`config.mk`:
```
export PLATFORM = sky130hd
export DESIGN_NAME = input_request_controller_flat
export DESIGN_NICKNAME = d
export VERILOG_FILES = /design/src/rtl/input_request_controller_if.sv /design/src/rtl/input_request_controller.sv /design/src/flat_wrapper.sv
export SDC_FILE = /design/constraint.sdc
export NUM_CORES = 1
export LEC_CHECK = 0
export ABC_AREA = 1
export ABC_CLOCK_PERIOD_IN_PS = 1600
export BUFFER_PORTS_ARGS = -buffer_cell sky130_fd_sc_hd__buf_2
export CORE_MARGIN = 2
export CORE_UTILIZATION = 48
export CTS_BUF_LIST = sky130_fd_sc_hd__clkbuf_16
export DETAILED_ROUTE_END_ITERATION = 6
export PLACE_DENSITY = 0.87
export SLEW_MARGIN = 20
export SYNTH_ARGS = -nofsm -noshare
export SYNTH_HDL_FRONTEND = slang
export SYNTH_SLANG_ARGS = --single-unit
```
`constraint.sdc`:
```
create_clock -name clock -period 1.6 [get_ports clock]
set_input_delay 0.32 -clock clock [delete_from_list [all_inputs] [get_ports clock]]
set_output_delay 0.32 -clock clock [all_outputs]
set_load 0.01 [all_outputs]
```
`src/rtl/input_request_controller_if.sv`:
```
`default_nettype none
// ============================================================================
//  Module      : input_request_controller_if
//  Description : Bundle between the processor/board environment and the
//                input request controller (handshake, button, switches and
//                status outputs).
//  Revision    : 1.0 - initial release
// ============================================================================
interface input_request_controller_if #(
   parameter int DATA_W = 16,
   parameter int CNT_W  = 8
);
   logic              in_req;
   logic              in_cancel;
   logic              btn_clean;
   logic [DATA_W-1:0] switches;
   logic              db_reset;
   logic              in_ack;
   logic [DATA_W-1:0] in_data;
   logic              waiting;
   logic [CNT_W-1:0]  capture_cnt;

   // Environment side: processor control unit, debouncer and switch bank
   modport master (
      output in_req, in_cancel, btn_clean, switches,
      input  db_reset, in_ack, in_data, waiting, capture_cnt
   );

   // Controller side
   modport slave (
      input  in_req, in_cancel, btn_clean, switches,
      output db_reset, in_ack, in_data, waiting, capture_cnt
   );
endinterface
`default_nettype wire

```
`src/rtl/input_request_controller.sv`:
```
`default_nettype none
// ============================================================================
//  Module      : input_request_controller
//  Description : Sequences the debounced confirm button for processor IN
//                instructions: re-arms the debouncer, waits for a clean
//                press, captures the switch bank, waits for the release and
//                returns the word with a one-cycle acknowledge.
//  Revision    : 1.0 - initial release
// ============================================================================
module input_request_controller #(
   parameter int DATA_W = 16,
   parameter int CNT_W  = 8
) (
   input  logic                       clock,
   input  logic                       reset,
   input_request_controller_if.slave  bus
);

   localparam logic [CNT_W-1:0] CNT_ONE = {{(CNT_W-1){1'b0}}, 1'b1};

   typedef enum logic [2:0] {
      IDLE       = 3'd0,
      ARM        = 3'd1,
      WAIT_LOW   = 3'd2,
      WAIT_PRESS = 3'd3,
      WAIT_REL   = 3'd4,
      ACK        = 3'd5,
      DONE       = 3'd6
   } state_t;

   state_t             state_q;
   state_t             state_d;
   logic               abort;
   logic               db_reset_q;
   logic               in_ack_q;
   logic               waiting_q;
   logic [DATA_W-1:0]  in_data_q;
   logic [CNT_W-1:0]   capture_cnt_q;

   // A dropped request counts the same as an explicit cancel while pending
   assign abort = bus.in_cancel || !bus.in_req;

   // Next-state selection; abort wins over any button activity in the same cycle
   always_comb begin
      state_d = state_q;
      case (state_q)
         IDLE:       if (bus.in_req && !bus.in_cancel) state_d = ARM;
         ARM:        state_d = abort ? IDLE : WAIT_LOW;
         WAIT_LOW:   if (abort) state_d = IDLE;
                     else if (!bus.btn_clean) state_d = WAIT_PRESS;
         WAIT_PRESS: if (abort) state_d = IDLE;
                     else if (bus.btn_clean) state_d = WAIT_REL;
         WAIT_REL:   if (abort) state_d = IDLE;
                     else if (!bus.btn_clean) state_d = ACK;
         ACK:        state_d = DONE;
         DONE:       if (!bus.in_req) state_d = IDLE;
         default:    state_d = IDLE;
      endcase
   end

   // State register plus outputs registered from the upcoming state so each
   // output is high exactly for the cycles spent in its state
   always_ff @(posedge clock) begin
      if (reset) begin
         state_q       <= IDLE;
         db_reset_q    <= 1'b0;
         in_ack_q      <= 1'b0;
         waiting_q     <= 1'b0;
         in_data_q     <= '0;
         capture_cnt_q <= '0;
      end else begin
         state_q    <= state_d;
         db_reset_q <= (state_d == ARM);
         in_ack_q   <= (state_d == ACK);
         waiting_q  <= (state_d == ARM) || (state_d == WAIT_LOW) ||
                       (state_d == WAIT_PRESS) || (state_d == WAIT_REL);
         if (state_q == WAIT_PRESS && state_d == WAIT_REL)
            in_data_q <= bus.switches;
         if (state_q == WAIT_REL && state_d == ACK)
            capture_cnt_q <= capture_cnt_q + CNT_ONE;
      end
   end

   assign bus.db_reset    = db_reset_q;
   assign bus.in_ack      = in_ack_q;
   assign bus.waiting     = waiting_q;
   assign bus.in_data     = in_data_q;
   assign bus.capture_cnt = capture_cnt_q;

endmodule
`default_nettype wire
```
`src/flat_wrapper.sv`:
```
// flat-port wrapper written by rule: the top's interface ports become plain ports
module input_request_controller_flat 
#(
   parameter int DATA_W = 16,
   parameter int CNT_W  = 8
)
  (clock, reset, bus_in_req, bus_in_cancel, bus_btn_clean, bus_switches, bus_db_reset, bus_in_ack, bus_in_data, bus_waiting, bus_capture_cnt);
  input_request_controller_if #(.DATA_W(DATA_W), .CNT_W(CNT_W)) bus_i ();
  input  logic clock;
  input  logic reset;
  input wire logic [$bits(bus_i.in_req)-1:0] bus_in_req;
  input wire logic [$bits(bus_i.in_cancel)-1:0] bus_in_cancel;
  input wire logic [$bits(bus_i.btn_clean)-1:0] bus_btn_clean;
  input wire logic [$bits(bus_i.switches)-1:0] bus_switches;
  output wire logic [$bits(bus_i.db_reset)-1:0] bus_db_reset;
  output wire logic [$bits(bus_i.in_ack)-1:0] bus_in_ack;
  output wire logic [$bits(bus_i.in_data)-1:0] bus_in_data;
  output wire logic [$bits(bus_i.waiting)-1:0] bus_waiting;
  output wire logic [$bits(bus_i.capture_cnt)-1:0] bus_capture_cnt;
  assign bus_i.in_req = bus_in_req;
  assign bus_i.in_cancel = bus_in_cancel;
  assign bus_i.btn_clean = bus_btn_clean;
  assign bus_i.switches = bus_switches;
  assign bus_db_reset = bus_i.db_reset;
  assign bus_in_ack = bus_i.in_ack;
  assign bus_in_data = bus_i.in_data;
  assign bus_waiting = bus_i.waiting;
  assign bus_capture_cnt = bus_i.capture_cnt;
  input_request_controller #(.DATA_W(DATA_W), .CNT_W(CNT_W)) u_core (.clock(clock), .reset(reset), .bus(bus_i));
endmodule
```
==> metrics.md <==
| Metric | Value |
|---|---|
| Final worst path period share | `0.859` |
| Hold-fix buffers, CTS | `0` |
| DRC | `0` |
| Post-route setup TNS | `0 ns` |
| IO Port Bufs | `47` |
| DRT iter0 DRCs | `42` |
| Routed vias | `1,286` |
| CTS tree | `yes` |
| Worst Slack Setup Final | `0.225 ns` |
| #FFs+latches synth | `30` |
| Post-synthesis mux area share | `0` |
| Die width | `57.1 um` |
| RSZ-0062 raised after global routing | `no` |
| Synth Area in Compound Gates | `0.106` |
| Async S/R FF share, synth | `0` |
| Most frequent cell after synthesis | `nor2_1` |
| Global-route wire length before repair | `4750 um` |
| Setup Buffers After CTS | `0` |
| Max-slew headroom | `0.772` |
| Layout Skew | `0.00547 ns` |
| Reg clk slew, reported paths | `0.05 ns` |
| Ant diodes | `0` |
| Die area | `3260 um2` |
| Pre-CTS setup slack | `0.240 ns` |
| Die H | `57.1 um` |
| Post-DP HPWL | `1990 um` |
| GP Congestion | `0.775` |
| Fin crit period | `1.37 ns` |
| Pwr dens | `976 nW/um2` |
| VDD IR-drop max | `0.883 mV` |
| Number of clock sinks | `30` |
| Worst R2R End | `u_core.bus.waiting$_SDFF_PP0_` |
| Syn. warnings | `0` |
| Number of flops mapped to enable cells by yosys | `0` |
| Initial antenna violation count | `0` |
| Total track usage | `0.190` |
| Grt total ovfl | `0` |
| Post-synthesis sequential area ratio | `0.444` |
| H-tree depth | `2` |
| DR WL/cell | `10.7 um` |
| Max-cap viol count | `0` |
| Busiest grt layer | `met2` |
| Xor and xnor area share after synthesis | `0` |
| Post-Syn Instances | `185` |
| Share of layout cells above drive strength 1 | `0.291` |
| Cts bufs inserted | `5` |
| Worst R2R Path Depth | `6` |
| Startpoint type of the worst setup path | `register` |
| Post-CTS resize count | `0` |
| Final hold vios | `0` |
| Top cells by count, synth | `51 x nor2_1, 33 x nand2_1, 30 x dfxtp_1` |
| Distinct cells, synth | `26` |
| Largest family of logic cells by synthesized area | `simple AND/OR/NAND/NOR gates` |
| Nets | `258` |
| Met3 Track Usage GR | `0.0748` |
| Slew Limit Fails | `0` |
| Psw | `0.000345 W` |
| Met1 GRT Util | `0.208` |
| M2 GR Usage | `0.327` |
| WHS | `0.270 ns` |
| # rows | `19` |
| Critical path class | `register to register` |
| Simple-gate share of the synthesized area | `0.350` |
| R2r setup slk | `0.23 ns` |
| Gate power share | `0.049` |
| Sequential group share of total power | `0.447` |
| Arr. time, crit path | `1.58 ns` |
| Yosys top cell by area | `dfxtp_1` |
| Drt via density | `4.80` |
| Total leakage power | `0.870 nW` |
| Detail Route Antenna Nets | `0` |
| Final Power | `0.00169 W` |
| Worst Tran Pin Value | `0.341 ns` |
| Average size of a mapped cell | `7.31 um2` |
| Achievable Freq | `0.727 GHz` |
| Router iterations before antenna repair | `6` |
| Fill count | `249` |
| Largest net degree at the start of global routing | `21` |
| Area contributors post-synth | `dfxtp_1 44%, nor2_1 14%, nand2_1 9.2%` |
| Post-Syn Area | `1350 um2` |
| Initial core utilization | `0.499` |
| Root Buffer | `clkbuf_16` |
| Syn Nets | `207` |
| Clock Latency Late Sink | `0.27 ns` |
| Max FO, Critical Path | `18` |
| Top-area cell type share of the netlist area | `0.444` |
| Switching share of power | `0.204` |
| Status | `completed` |
| Main synth FF type | `dfxtp_1` |
| R2r startpoint | `u_core.state_q[1]$_SDFF_PP0_` |
| End of the critical path | `u_core.bus.waiting$_SDFF_PP0_` |
| Area Overhead vs Synth | `28.0%` |
| CP startpoint | `u_core.state_q[1]$_SDFF_PP0_` |
| Total Wirelength | `2880 um` |
| Core box area | `2710 um2` |
| Worst Setup End Kind | `register` |
| Finish-stage setup viols | `0` |
| Post-Synth Adder-Cell Area | `0.00925` |
| Power Internal | `0.00135 W` |
| Clock power share | `0.504` |
| Vias in the first global route | `1,186` |
| Hold Crit Class | `input pin to register` |
| Clock buffer depth | `2` |
| IO Pins | `48` |
| Post-route core utilization | `0.639` |
| Crit path required time | `1.81 ns` |
==> critical path, stage by stage (launching register included) <==
cell and delay [ns]:
dfxtp_1 0.42, nand2_1 0.11, nor2_2 0.13, nand3_4 0.21, nand3_2 0.19, nand3_2 0.10
a21oi_2 0.14
==> per-layer routing <==
layer  wire, um  share of wire
met2       1400           0.49
met4         46          0.016
met3        212          0.074
met1       1220           0.42
met5          0              0
==> kinds of logic (layout without fill, tap and decap cells) <==
logic type,Yosys count,count (layout)
adders and majority gates,1,1
buffers and inverters,25,77
DFF,30,30
and+or+nand+nor,101,101
AOI/OAI and AO/OA,28,28
==> per-stage QoR <==
step,instance area (um2),std cells
floorplan,1350,185
CTS,1730,268
global placement,1600,260
detailed placement,1600,260
global route,1730,268
finish,1730,268
==> sequential cells by signal (all words and copies together), names as in the netlist <==
register	flops
u_core.state_q	3
u_core.bus.in_data	16
u_core.bus.in_ack	1
u_core.bus.waiting	1
u_core.bus.capture_cnt	8
u_core.bus.db_reset	1
==> power by group through the flow <==
stage | clock network, W | logic, W | registers (W)
after CTS | 0.000867 | 0.0000841 | 0.000755
after global placement | 0 | 0.0000818 | 0.000770
after detailed placement | 0 | 0.0000824 | 0.000770
final | 0.000851 | 0.0000837 | 0.000756
after global routing | 0.000908 | 0.0000935 | 0.000755
after floorplan | 0 | 0.0000431 | 0.000770
==> cell type report <==
class,instances,area [um2],area share
clock buffer,5,125,0.0723
clock inverter,3,11.3,0.00650
inverter,21,83.8,0.0484
multi-input combinational,130,629,0.363
sequential,30,601,0.347
tap,31,38.8,0.0224
timing repair buffer,48,243,0.140
==> cells in the final DEF, fill, tap and decap left out, drive strengths merged <==
master / netlist / routed
nor2: 54 / 54
buf: 3 / 48
nand2: 36 / 36
dfxtp: 30 / 30
o21ai: 22 / 22
inv: 21 / 21
nand3: 7 / 7
a21oi: 6 / 6
clkbuf: 1 / 5
clkinv: 0 / 3
nand4: 2 / 2
nor3: 1 / 1
nand3b: 1 / 1
ha: 1 / 1
==> how the worst min path moves through the flow <==
stage                                        startpoint                                      to  slack, ns  depth (start not counted)
global placement     u_core.bus.in_data[0]$_SDFFE_PP0P_      u_core.bus.in_data[0]$_SDFFE_PP0P_       0.46                          2
floorplan                                         reset           u_core.bus.waiting$_SDFF_PP0_       0.38                          1
finish                                            reset           u_core.bus.waiting$_SDFF_PP0_       0.27                          2
detailed placement  u_core.bus.in_data[11]$_SDFFE_PP0P_     u_core.bus.in_data[11]$_SDFFE_PP0P_       0.47                          2
global route                                      reset  u_core.bus.capture_cnt[7]$_SDFFE_PP0P_       0.28                          2
CTS                                               reset           u_core.bus.waiting$_SDFF_PP0_       0.27                          2
Power figures use the tool's default switching activity.
